--- src/rtl/integration_scheduler.sv ---
// Integration window scheduler: clear, time a programmable window, snapshot,
// then offer the frame to the transmitter; host command bytes steer it all.
module integration_scheduler #(
  parameter int unsigned PERIOD_WIDTH   = 32,
  parameter int unsigned DEFAULT_PERIOD = 400000,
  parameter int unsigned FRAME_ID_WIDTH = 32
) (
  input  logic                      clk,
  input  logic                      reset_n,
  input  logic                      cmd_valid,
  input  logic [7:0]                cmd_data,
  input  logic                      frame_ready,
  output logic                      counter_clear,
  output logic                      snapshot,
  output logic                      frame_valid,
  output logic [FRAME_ID_WIDTH-1:0] frame_id,
  output logic [3:0]                active_line,
  output logic                      overrun,
  output logic                      busy
);

  localparam logic [3:0] OP_SET_LINE = 4'd1;
  localparam logic [3:0] OP_NIBBLE   = 4'd4;
  localparam logic [3:0] OP_APPLY    = 4'd5;
  localparam logic [3:0] OP_SHOT     = 4'd6;
  localparam logic [3:0] OP_CLEAR_ST = 4'd7;
  localparam logic [3:0] OP_ENABLE   = 4'd13;

  typedef enum logic [1:0] {
    ST_IDLE      = 2'd0,
    ST_CLEAR     = 2'd1,
    ST_INTEGRATE = 2'd2,
    ST_SNAP      = 2'd3
  } state_e;

  state_e                    state_q, state_d;
  logic                      enable_q, enable_d;
  logic [PERIOD_WIDTH-1:0]   period_q, period_d;
  logic [PERIOD_WIDTH-1:0]   shadow_q, shadow_d;
  logic [PERIOD_WIDTH-1:0]   cnt_q, cnt_d;
  logic                      shot_pend_q, shot_pend_d;
  logic                      shot_run_q, shot_run_d;
  logic                      frame_valid_q, frame_valid_d;
  logic [FRAME_ID_WIDTH-1:0] frame_id_q, frame_id_d;
  logic [3:0]                line_q, line_d;
  logic                      overrun_q, overrun_d;
  logic                      counter_clear_q, counter_clear_d;
  logic                      snapshot_q, snapshot_d;
  logic                      busy_q, busy_d;

  logic [3:0] opcode;
  logic [3:0] arg;

  assign opcode = cmd_data[3:0];
  assign arg    = cmd_data[7:4];

  // Next-state, window timing, handshake and command decode
  always_comb begin
    state_d       = state_q;
    enable_d      = enable_q;
    period_d      = period_q;
    shadow_d      = shadow_q;
    cnt_d         = cnt_q;
    shot_pend_d   = shot_pend_q;
    shot_run_d    = shot_run_q;
    frame_valid_d = frame_valid_q;
    frame_id_d    = frame_id_q;
    line_d        = line_q;
    overrun_d     = overrun_q;

    case (state_q)
      ST_IDLE: begin
        if (enable_q || shot_pend_q) begin
          state_d     = ST_CLEAR;
          shot_run_d  = shot_pend_q;
          shot_pend_d = 1'b0;
        end
      end
      ST_CLEAR: begin
        cnt_d   = period_q - PERIOD_WIDTH'(1);
        state_d = ST_INTEGRATE;
      end
      ST_INTEGRATE: begin
        if (cnt_q == '0) begin
          state_d = ST_SNAP;
        end else begin
          cnt_d = cnt_q - PERIOD_WIDTH'(1);
        end
      end
      ST_SNAP: begin
        // Newest frame wins; an unaccepted older frame is flagged as overrun
        if (frame_valid_q && !frame_ready) begin
          overrun_d = 1'b1;
        end
        frame_valid_d = 1'b1;
        frame_id_d    = frame_id_q + FRAME_ID_WIDTH'(1);
        state_d       = (enable_q && !shot_run_q) ? ST_CLEAR : ST_IDLE;
        shot_run_d    = 1'b0;
      end
      default: state_d = ST_IDLE;
    endcase

    if ((state_q != ST_SNAP) && frame_valid_q && frame_ready) begin
      frame_valid_d = 1'b0;
    end

    if (cmd_valid) begin
      case (opcode)
        OP_SET_LINE: line_d = arg;
        OP_NIBBLE:   shadow_d = {shadow_q[PERIOD_WIDTH-5:0], arg};
        OP_APPLY: begin
          period_d = (shadow_q == '0) ? PERIOD_WIDTH'(1) : shadow_q;
          shadow_d = '0;
        end
        OP_SHOT: begin
          if ((state_q == ST_IDLE) && !enable_q && !shot_pend_q) begin
            shot_pend_d = 1'b1;
          end
        end
        OP_CLEAR_ST: overrun_d = 1'b0;
        OP_ENABLE:   enable_d = arg[0];
        default: ;
      endcase
    end

    counter_clear_d = (state_d == ST_CLEAR);
    snapshot_d      = (state_d == ST_SNAP);
    busy_d          = (state_d != ST_IDLE);
  end

  always_ff @(posedge clk) begin
    if (!reset_n) begin
      state_q         <= ST_IDLE;
      enable_q        <= 1'b0;
      period_q        <= PERIOD_WIDTH'(DEFAULT_PERIOD);
      shadow_q        <= '0;
      cnt_q           <= '0;
      shot_pend_q     <= 1'b0;
      shot_run_q      <= 1'b0;
      frame_valid_q   <= 1'b0;
      frame_id_q      <= '0;
      line_q          <= '0;
      overrun_q       <= 1'b0;
      counter_clear_q <= 1'b0;
      snapshot_q      <= 1'b0;
      busy_q          <= 1'b0;
    end else begin
      state_q         <= state_d;
      enable_q        <= enable_d;
      period_q        <= period_d;
      shadow_q        <= shadow_d;
      cnt_q           <= cnt_d;
      shot_pend_q     <= shot_pend_d;
      shot_run_q      <= shot_run_d;
      frame_valid_q   <= frame_valid_d;
      frame_id_q      <= frame_id_d;
      line_q          <= line_d;
      overrun_q       <= overrun_d;
      counter_clear_q <= counter_clear_d;
      snapshot_q      <= snapshot_d;
      busy_q          <= busy_d;
    end
  end

  assign counter_clear = counter_clear_q;
  assign snapshot      = snapshot_q;
  assign frame_valid   = frame_valid_q;
  assign frame_id      = frame_id_q;
  assign active_line   = line_q;
  assign overrun       = overrun_q;
  assign busy          = busy_q;

endmodule

--- config.mk ---
export PLATFORM = sky130hd
export DESIGN_NAME = integration_scheduler
export DESIGN_NICKNAME = d
export VERILOG_FILES = /design/src/rtl/integration_scheduler.sv
export SDC_FILE = /design/constraint.sdc
export NUM_CORES = 1
export LEC_CHECK = 0
export ABC_AREA = 1
export CAP_MARGIN = 5
export CORE_AREA = 2 2 175 177
export CTS_BUF_LIST = sky130_fd_sc_hd__clkbuf_4 sky130_fd_sc_hd__clkbuf_8
export DETAILED_ROUTE_END_ITERATION = 6
export DIE_AREA = 0 0 177 179
export MAX_ROUTING_LAYER = met4
export PLACE_DENSITY = 0.49
export SLEW_MARGIN = 0
export SYNTH_ARGS = -nofsm -noshare
export SYNTH_HDL_FRONTEND = slang
export SYNTH_SLANG_ARGS = --single-unit
--- constraint.sdc ---
create_clock -name clk -period 4.2 [get_ports clk]
set_input_delay 0.84 -clock clk [delete_from_list [all_inputs] [get_ports clk]]
set_output_delay 0.84 -clock clk [all_outputs]
set_load 0.05 [all_outputs]
### Yosys cells after proc, flatten, opt, wreduce, memory -nomap -nowiden

Cells that the tools add are included.

| word-level totals | value |
|---|---|
| latch bits | 0 |
| input port bits | 12 |
| bits in read-only memories | 0 |
| RAM bits | 0 |
| memories | 0 |
| flip-flop bits (word level) | 142 |
| logic and storage cells | 76 |

| cells by class | value |
|---|---|
| bitwise operators | 1 |
| $lt $le $gt $ge | 0 |
| shift-type cells | 0 |
| add/subtract/negate cells | 3 |
| mux-type cells | 19 |
| multipliers | 0 |
| equal/unequal tests | 14 |
| reduce and logical (&&, ||, !) cells | 25 |
| div/mod/pow operators | 0 |

Operators by type and width:

| cell | count |
|---|---|
| case mux 32 bit (2 select lines) | 2 |
| zero test 32 bit | 2 |
| two-way mux 32 bit | 2 |
| subtractor 32 x 1 -> 32 bit (second input constant) | 2 |
| adder 32 x 1 -> 32 bit (second input constant) | 1 |
| == test 4 x 3 -> 1 bit (second input constant) | 4 |
| AND reduction 2 bit | 6 |
| two-way mux 1 bit | 11 |
| case mux 2 bit (4 select lines) | 1 |
| nonzero test 2 bit | 4 |
| == test 2 bit (second input constant) | 3 |
| logical AND 1 bit | 6 |
| inequality test 2 bit (second input constant) | 3 |
| == test 2 x 1 -> 1 bit (second input constant) | 2 |
| == test 4 x 1 -> 1 bit (second input constant) | 1 |
| == test 4 bit (second input constant) | 1 |
| zero test 1 bit | 4 |
| two-way mux 2 bit | 2 |
| zero test 2 bit | 1 |
| case mux 1 bit (2 select lines) | 1 |
| OR reduction 2 bit | 1 |
| logical OR 1 bit | 1 |
| NOT 1 bit | 1 |

### Logic depth before layout (Yosys ltp)

| depth | value |
|---|---|
| word-level depth | 6 |
| mapped depth | 17 |
| gate-level depth less buffers | 15 |

### Least setup slack after synthesis

No wires, ideal clock.

| timing path | value |
|---|---|
| path type | flip-flop to flip-flop |
| start | register state_q[0] |
| end | register cnt_q[22] |
| buffers on the path | 2 |
| cell stages (with the launch flop) | 18 |
| setup slack | 2.036 ns |
| clock period less this slack | 2.164 ns |
| arrival time | 2.055 ns |
| required time | 4.091 ns |
| cell sequence | dfxtp_1 inv_1 ha_1 buf_6 buf_6 nand2_1 o21ai_1 inv_1 ha_1 nand2_1 nor2_4 nand2_1 nor2_1 nand2_1 nand2_1 nand3_1 nand2_1 inv_1 |

| between the ends | value |
|---|---|
| word-level cells in the longest chain between the ends | 3 |
| elaborated cells on any way between the ends | 6 |

RTL lines:

| what | RTL line | source |
|---|---|---|
| from (decl) | 36 | `state_e state_q, state_d;` |
| from (signal assigned) | 148 | `state_q <= state_d;` |
| == test 2 bit or == test 2 x 1 -> 1 bit (tied branches) | 71 | `case (state_q)` |
| inequality test 2 bit (no line) or nonzero test 2 bit (tied branches) | -- |  |
| AND reduction 2 bit (no line) | -- |  |
| to (signal assigned) | 152 | `cnt_q <= cnt_d;` |
| to (decl) | 40 | `logic [PERIOD_WIDTH-1:0] cnt_q, cnt_d;` |

Several ways; a longest one is shown, not always the timed one.
A chain may end at the register's enable or synchronous reset.

### Worst setup path after layout

| timing path | value |
|---|---|
| start | register state_q[0] |
| end | register cnt_q[21] |

The elaborated chain is that of the path after synthesis.

==> results.yml <==
run_status:
  status: "finished clean"
placed_design:
  placed_area_um2: 8220
  gp_congestion: 0.857
  dp_hpwl_um: 14800
  portBuffers: 52
worst_setup_path:
  cp-end-kind: "register"
  worstPathRequired_ns: 4.56
  crit_type: "reg2reg"
  cp_max_fo: 30
  startpoint_type: "register"
  crit_arrival_ns: 3.11
timing:
  fin_crit_sh_pct: 65.5
  finalHoldViolCount: 0
  period_minus_slack_ns: 2.75
  fmax_mhz: 363
  tightest_slew_ns: 0.908
  slew_viol_final: 0
  finalClockSkew_ns: 0.0120
  slew_headroom_pct: 38.9
  setup_viol: 0
  fin_setup_tns_ns: 0
  rsz0062_at_grt: "no"
synth:
  ys_ff_latch: 142
  syn_inst: 1130
  netlist_area_um2: 7390
  synth_nets: 1148
  synth_area_leaders: "dfxtp_1 38%, nand2_1 15%, inv_1 8.6%, a21oi_1 7.1%, nor2_1 6.5%"
  yosys_warnings: 0
  synthArstFlopShare_pct: 0
  synth_top_cell_by_area: "dfxtp_1"
  synth_flop_cell: "dfxtp_1"
  synth_edf_count: 0
  yosysSeqAreaShare_pct: 38.5
  synth.top_cell.area_share_pct: 38.5
  synth_cell_type_count: 37
  avgSynthCellArea_um2: 6.54
run:
  drv_cap: 0
floorplanning:
  die_h_um: 179
  initial_utilization_pct: 24.6
  core_region_area_um2: 30000
  ios: 53
  dieArea_um2: 31700
  die_w_um: 177
  row_count: 64
final_layout:
  finalNetCount: 1186
  drive_gt1_share_pct: 7.62
  layout_commonest_cell: "nand2_1"
  antennaDiodeCount: 0
  fillerInstances: 3367
  design_area_um2: 8600
  syn_to_final_growth_pct: 16.4
  final_cell_mix: "293 x nand2_1, 170 x inv_1, 142 x dfxtp_1"
routing:
  drtIter0Drc: 347
  vias_per_cell: 4.39
  vias: 6917
  totalWireLength_um: 20500
  drc: 0
  drtPass1Iterations: 5
  wl_per_cell_um: 13.0
  ant_nets: 0
power:
  switching_share_pct: 43.6
  p_sw_mw: 1.98
  p_total_mw: 4.54
  p_seq_share_pct: 34.4
  p_int_mw: 2.56
  clkPwrFrac_pct: 23.7
  leakage_nw: 3.48
  p_comb_share_pct: 41.9
  ir_worst_vdd_uv: 197
  power_density_nw_per_um2: 528
global_routing:
  grt_max_degree: 71
  overflow: 0
  antenna_found_initial: 0
  grt_pass1_wl_um: 33200
  global_route.usage.met1_pct: 17.7
  grt.busiest_layer: "met2"
  grtUsageTotal_pct: 13.6
  use_met2_pct: 21.7
  grt_pass1_vias: 6480
  grtUsageMet3_pct: 2.31
clock_network:
  h-tree-depth: 4
  path_clk_slew_ns: 0.09
  cts_setup_buffers: 0
  clk-insertion-delay-late_ns: 0.45
  cts_hold_buf: 0
  cts_max_path_buffers: 2
  clkSinkCount: 142
  cts_buffers: 17
  clockRootBuffer: "clkbuf_8"
  cts_tree: "done"
  cts-resized-gates: 0
worst_hold_path:
  hold_path_class: "reg2reg"
## layout make-up
type / instances / area [µm²] / area share, %
timing repair buffer: 59 / 568 / 6.60
clock inverter: 14 / 138 / 1.60
multi-input combinational: 775 / 3660 / 42.6
clock buffer: 18 / 241 / 2.81
tap: 396 / 495 / 5.76
sequential: 142 / 2840 / 33.0
inverter: 173 / 654 / 7.61
## routing by layer
layer,routed length [µm],share of wire (%)
met5,0,0
met4,335,1.6
met3,502,2.5
met2,9480,46
met1,10200,50
## synthesized netlist by cell type (10+ instances only)
cell type / n
o21ai_0: 72
nor2_4: 10
nand2_1: 293
dfxtp_1: 142
nand4_1: 17
clkbuf_1: 22
inv_1: 170
nand3_1: 53
nor3_1: 16
nor2_1: 127
nand2_2: 23
a21oi_1: 105
## worst paths after layout
path,from,slack [ns],end,cells after the start
min,shadow_q[28]$_SDFFE_PN0P_,0.47,shadow_q[28]$_SDFFE_PN0P_,2
max,state_q[0]$_SDFF_PN0_,1.45,cnt_q[21]$_SDFFE_PN0P_,14
min reg2reg,shadow_q[28]$_SDFFE_PN0P_,0.47,shadow_q[28]$_SDFFE_PN0P_,2
max reg2reg,state_q[0]$_SDFF_PN0_,1.45,cnt_q[21]$_SDFFE_PN0P_,14
## sequential cells by signal, indices dropped and copies added (netlist names), 2 cells and up
signal and flops:
frame_id 32, period_q 32, shadow_q 32, cnt_q 32
active_line 4, state_q 2
## power by group through the flow
| stage | sequential, mW | clock (mW) | combinational [mW] |
|---|---|---|---|
| final | 1.56 | 1.08 | 1.90 |
| after global routing | 1.58 | 1.16 | 2.17 |
| after CTS | 1.56 | 1.11 | 1.92 |
| after detailed placement | 1.59 | 0 | 1.92 |
| after global placement | 1.59 | 0 | 1.92 |
| after floorplan | 1.62 | 0 | 1.52 |
## critical path: stages (launching register included)
cell	delay (ns)
dfxtp_1	0.35
inv_1	0.11
ha_1	0.58
buf_4	0.42
nand2_1	0.09
nand2_1	0.11
nand2_1	0.11
nor2_1	0.22
nand2_1	0.14
nor2_4	0.19
nand2_1	0.08
nand2_1	0.06
nand3_1	0.06
nand2_1	0.11
inv_1	0.04
## kinds of logic (layout without fill, tap and decap cells)
group,count (synthesis),after routing,share of synthesized area [%]
AO/OA/AOI/OAI,192,192,13.5
adder cells (fa/ha/maj),6,6,1.02
flip-flops,142,142,38.5
buffers and inverters,213,264,12.1
AND/OR/NAND/NOR,562,562,33.1
XOR/XNOR,15,15,1.78
## per-stage QoR
step	utilization [%]	cells	hold WS, ns	worst slack, ns
final	28.6	1577	0.470	1.45
after global routing	28.6	1577	0.486	1.19
after CTS	28.6	1577	0.471	1.47
after detailed placement	27.4	1545	0.458	1.34
after global placement	27.4	1545	0.454	1.40
after floorplan	-	1130	0.443	2.04
(Power assumes the default switching activity.)
==> edit 1: new RTL, config.mk and constraints unchanged <==
Set the parameter `FRAME_ID_WIDTH` to 16 (it was 32).
--- a/src/rtl/integration_scheduler.sv
+++ b/src/rtl/integration_scheduler.sv
@@ -3,7 +3,7 @@
 module integration_scheduler #(
   parameter int unsigned PERIOD_WIDTH   = 32,
   parameter int unsigned DEFAULT_PERIOD = 400000,
-  parameter int unsigned FRAME_ID_WIDTH = 32
+  parameter int unsigned FRAME_ID_WIDTH = 16
 ) (
   input  logic                      clk,
   input  logic                      reset_n,
Interface: changed (resized frame_id); port bits go from 53 to 37. No check against the original RTL was run, so the function may have changed too.
==> edit 1 against the original RTL <==
  * Maximum frequency about the same
  * Non-clock buffer count fell by 17
  * Sequential cell count is 16 lower
  * Power decreased by 5.4%
  * Synthesized area is 14% lower
  * Cell area decreased by 13%
  * Setup slack got worse by 0.0020 ns
  * Routed wire length shrank 19%
  * Largest cell class unchanged
  * Largest power group unchanged
  * Highest routed layer unchanged
==> edit 1: results <==
{
  "status": "finished, final reports clean",
  "cp-endpoint": "period_q[16]",
  "fill_cells": 3374,
  "yosysSeqAreaShare_pct": 39.5,
  "period_minus_slack_ns": 2.75,
  "pwr-share-comb_pct": 40.8,
  "n_all_inverters": 127,
  "p_int_mw": 2.46,
  "grt_start_max_net_pins": 39,
  "drt_iter0_markers": 269,
  "multi_input_area_sq_um": 3180,
  "clock_skew_ns": 0.0150,
  "synth_area_leaders": "dfxtp_1 (39%), nand2_1 (16%), inv_1 (7.1%)",
  "min_to": "shot_run_q",
  "synthTopCellsByCount": "nand2_1 (274), dfxtp_1 (126), inv_1 (121)",
  "nClkBuffers": 17,
  "clk_share_pct": 5.27,
  "htree_levels": 4,
  "finish.instance_area_sq_um": 7480,
  "rrSetupSlack_ns": 1.56,
  "postRouteWirelength_mm": 16.5,
  "seq_area_sq_um": 2520,
  "synth_xor_xnor_area_share_pct": 1.37,
  "synth_fp_nets": 975,
  "vdd_drop_max_mv": 0.315,
  "placed_area_sq_um": 7090,
  "leakagePower_nw": 3.12,
  "hold_start": "shot_run_q",
  "synth_compound_area_share_pct": 14.1,
  "nMultiInputCombCells": 666,
  "nets": 999,
  "crit_path_max_fanout": 33,
  "reg2regPathDepth": 14,
  "r2r-start": "state_q[0]",
  "grt_pass1_wl_mm": 28.0,
  "drive_gt1_share_pct": 8.66,
  "max_stage_delay_ns": 0.53,
  "viasPerCell": 4.16,
  "slowest_stage": "clkdlybuf4s50_1",
  "yosys.area_share.adder_pct": 1.37,
  "grt_usage_pct": 11.4,
  "grt_pass1_vias": 5596,
  "port_buffers": 36,
  "cp_top_family": "buffers and inverters",
  "nFlopsAndLatches": 126,
  "critPathArrivalTime_ns": 3.06,
  "crit_start": "cmd_data[2]",
  "hpwl_mm": 11.5,
  "gp_congestion": 0.837,
  "timing.rr.end": "cnt_q[14]",
  "ys_types": 41,
  "tightest_slew_ns": 0.961,
  "buffers": 42,
  "clkLatencyLatePin_ns": 0.46,
  "powerComb_mw": 1.75,
  "buf_share_pct": 5.59,
  "dp_slack_ns": 0.944,
  "async_flop_share_pct": 0,
  "p_clk_share_pct": 25.2
}
edit 1: stage by stage:
stage / cells / util, % / hold WS (ns)
finish: 1389 / 24.9 / 0.465
global route: 1389 / 24.9 / 0.482
CTS: 1389 / 24.9 / 0.467
detailed placement: 1357 / 23.6 / 0.455
global placement: 1357 / 23.6 / 0.452
floorplan: 956 / - / 0.439
edit 1: worst register-to-register path: stages, from the launching register on:
cell and delay (ns):
dfxtp_1 0.39, inv_1 0.11, ha_1 0.23, buf_4 0.27, nand2_1 0.12, nand2_1 0.10, inv_1 0.10, ha_1 0.20
nand2_2 0.09, nor2_4 0.15, nand2_1 0.14, nor2_2 0.29, nand2_1 0.08, a21oi_1 0.19, nor2_1 0.07
edit 1: layer usage:
layer | GRT usage, % | vias up | part of all wire [%]
met5 | - | - | 0
met4 | 3.68 | 0 | 1.6
met3 | 2.67 | 16 | 3.3
met2 | 18.0 | 91 | 45
met1 | 14.3 | 2589 | 50
li1 | - | 3077 | -
==> edit 2: new RTL, same flow settings <==
Without the edit above. The 4 states of `state_e` get a one-hot encoding in 4 bits.
--- a/src/rtl/integration_scheduler.sv
+++ b/src/rtl/integration_scheduler.sv
@@ -26,11 +26,11 @@
   localparam logic [3:0] OP_CLEAR_ST = 4'd7;
   localparam logic [3:0] OP_ENABLE   = 4'd13;
 
-  typedef enum logic [1:0] {
-    ST_IDLE      = 2'd0,
-    ST_CLEAR     = 2'd1,
-    ST_INTEGRATE = 2'd2,
-    ST_SNAP      = 2'd3
+  typedef enum logic [3:0] {
+    ST_IDLE      = 4'b0001,
+    ST_CLEAR     = 4'b0010,
+    ST_INTEGRATE = 4'b0100,
+    ST_SNAP      = 4'b1000
   } state_e;
 
   state_e                    state_q, state_d;
Check against the original RTL: same outputs for any inputs over 10 cycles, from zero or initial values and one cycle with reset_n low; not proved beyond that.
==> edit 2 against the original RTL <==
  * Cell area is 1.8% higher
  * Sequential share of layout area is 0.13 points lower
  * Sequential cell count is 2 higher
  * Setup slack worse by 0.040 ns
  * Synthesized area is 1.4% higher
  * Routed wire length is 5.4% higher
  * Maximum frequency is 1.4% lower
  * Critical path type unchanged
Power is not compared: it rests on default switching activity, and its combinational part moved more than twofold at a synthesized area within 25%.
==> edit 2: results <==
{
  "viasPerCell": 4.54,
  "grt_usage_pct": 14.5,
  "ys_types": 37,
  "seq_area_sq_um": 2880,
  "synth_fp_nets": 1159,
  "critPathArrivalTime_ns": 3.19,
  "cp_top_family": "simple AND/OR/NAND/NOR gates",
  "synth_area_leaders": "dfxtp_1 (38%), nand2_1 (15%), inv_1 (7.9%)",
  "hpwl_mm": 15.4,
  "rrSetupSlack_ns": 1.41,
  "relSlewSlack_pct": 33.1,
  "fill_cells": 3346,
  "max_stage_delay_ns": 0.35,
  "grt_start_max_net_pins": 58,
  "timing.rr.end": "cnt_q[10]",
  "clkLatencyLatePin_ns": 0.45,
  "synth_warnings": 0,
  "dp_cells": 1556,
  "grt_pass1_vias": 6844,
  "yosysSeqAreaShare_pct": 38.5,
  "postCtsSetupBuffers": 0,
  "routedWlPerCell_um": 13.6,
  "hold_path_class": "flop to flop",
  "placed_area_sq_um": 8340,
  "grt_pass1_wl_mm": 35.5,
  "cts.repair.resized": 0,
  "min_to": "period_q[15]",
  "hold_start": "period_q[15]",
  "crit_path_max_fanout": 32,
  "status": "finished, final reports clean",
  "drive_gt1_share_pct": 6.13,
  "reg2regPathDepth": 15,
  "slowest_stage": "buf_4",
  "clock_skew_ns": 0.0149,
  "worst_hold_slack_ns": 0.468,
  "postRouteWirelength_mm": 21.6,
  "drt_iter0_markers": 623,
  "dp_slack_ns": 1.21,
  "synthTopCellsByCount": "nand2_1 (297), inv_1 (158), dfxtp_1 (144)",
  "r2r-start": "state_q[1]",
  "netlist_instances": 1145,
  "gp_congestion": 0.884
}
-- edit 2: cell types whose count changed after synthesis, moves of 5 or more --
| cell | unedited run | this run |
|---|---|---|
| o21ai_0 | 72 | 52 |
| a21oi_1 | 105 | 78 |
| nand3_1 | 53 | 77 |
| xor2_1 | 8 | 14 |
| clkbuf_1 | 22 | 27 |
| nand4_1 | 17 | 24 |
| nor3_1 | 16 | 29 |
| a211oi_1 | 0 | 22 |
| inv_1 | 170 | 158 |
| nand2_2 | 23 | 8 |
| nor4_1 | 5 | 16 |
-- edit 2: how the worst max path moves through the flow --
stage / startpoint / end / slack (ns)
after floorplan: cmd_data[1] / period_q[10] / 2.12
after global placement: cmd_data[2] / period_q[0] / 1.20
after detailed placement: cmd_data[2] / period_q[9] / 1.21
after CTS: state_q[1] / cnt_q[12] / 1.41
after global routing: state_q[2] / cnt_q[24] / 1.06
final: state_q[1] / cnt_q[10] / 1.41
-- edit 2: cell families after synthesis --
logic type                 count (synthesis)  share of synthesized area [%]
AOI/OAI and AO/OA                        169                           12.5
xor gates and xnor gates                  21                           2.46
adders and majority gates                  2                          0.334
buffers and inverters                    209                           11.3
DFF                                      144                           38.5
and+or+nand+nor                          600                           34.9
-- edit 2: routing by layer --
metal	vias up	wire length (um)	global-route usage, %
li1	3739	-	-
met1	3305	10300	18.1
met2	145	10100	24.0
met3	16	861	2.69
met4	0	306	4.03
met5	-	0	-
-- edit 2: power by group --
| group | leakage (nW) | switching, mW | internal (mW) |
|---|---|---|---|
| clock | 0.205 | 0.574 | 0.620 |
| sequential | 1.16 | 0.00477 | 1.37 |
| combinational | 2.19 | 0.100 | 0.0404 |
-- edit 2: area by class of cell --
type,count,share of cell area [%]
Timing Repair Buffer,61,6.66
Tap cell,396,5.66
Sequential cell,144,32.9
Inverter,163,6.99
Clock inverter,12,1.80
Multi-Input combinational cell,792,43.0
Clock buffer,19,2.99
-- edit 2: worst min-delay path: stages (launching register included) --
cell and delay, ns:
dfxtp_1 0.30, inv_1 0.06, a211oi_1 0.06
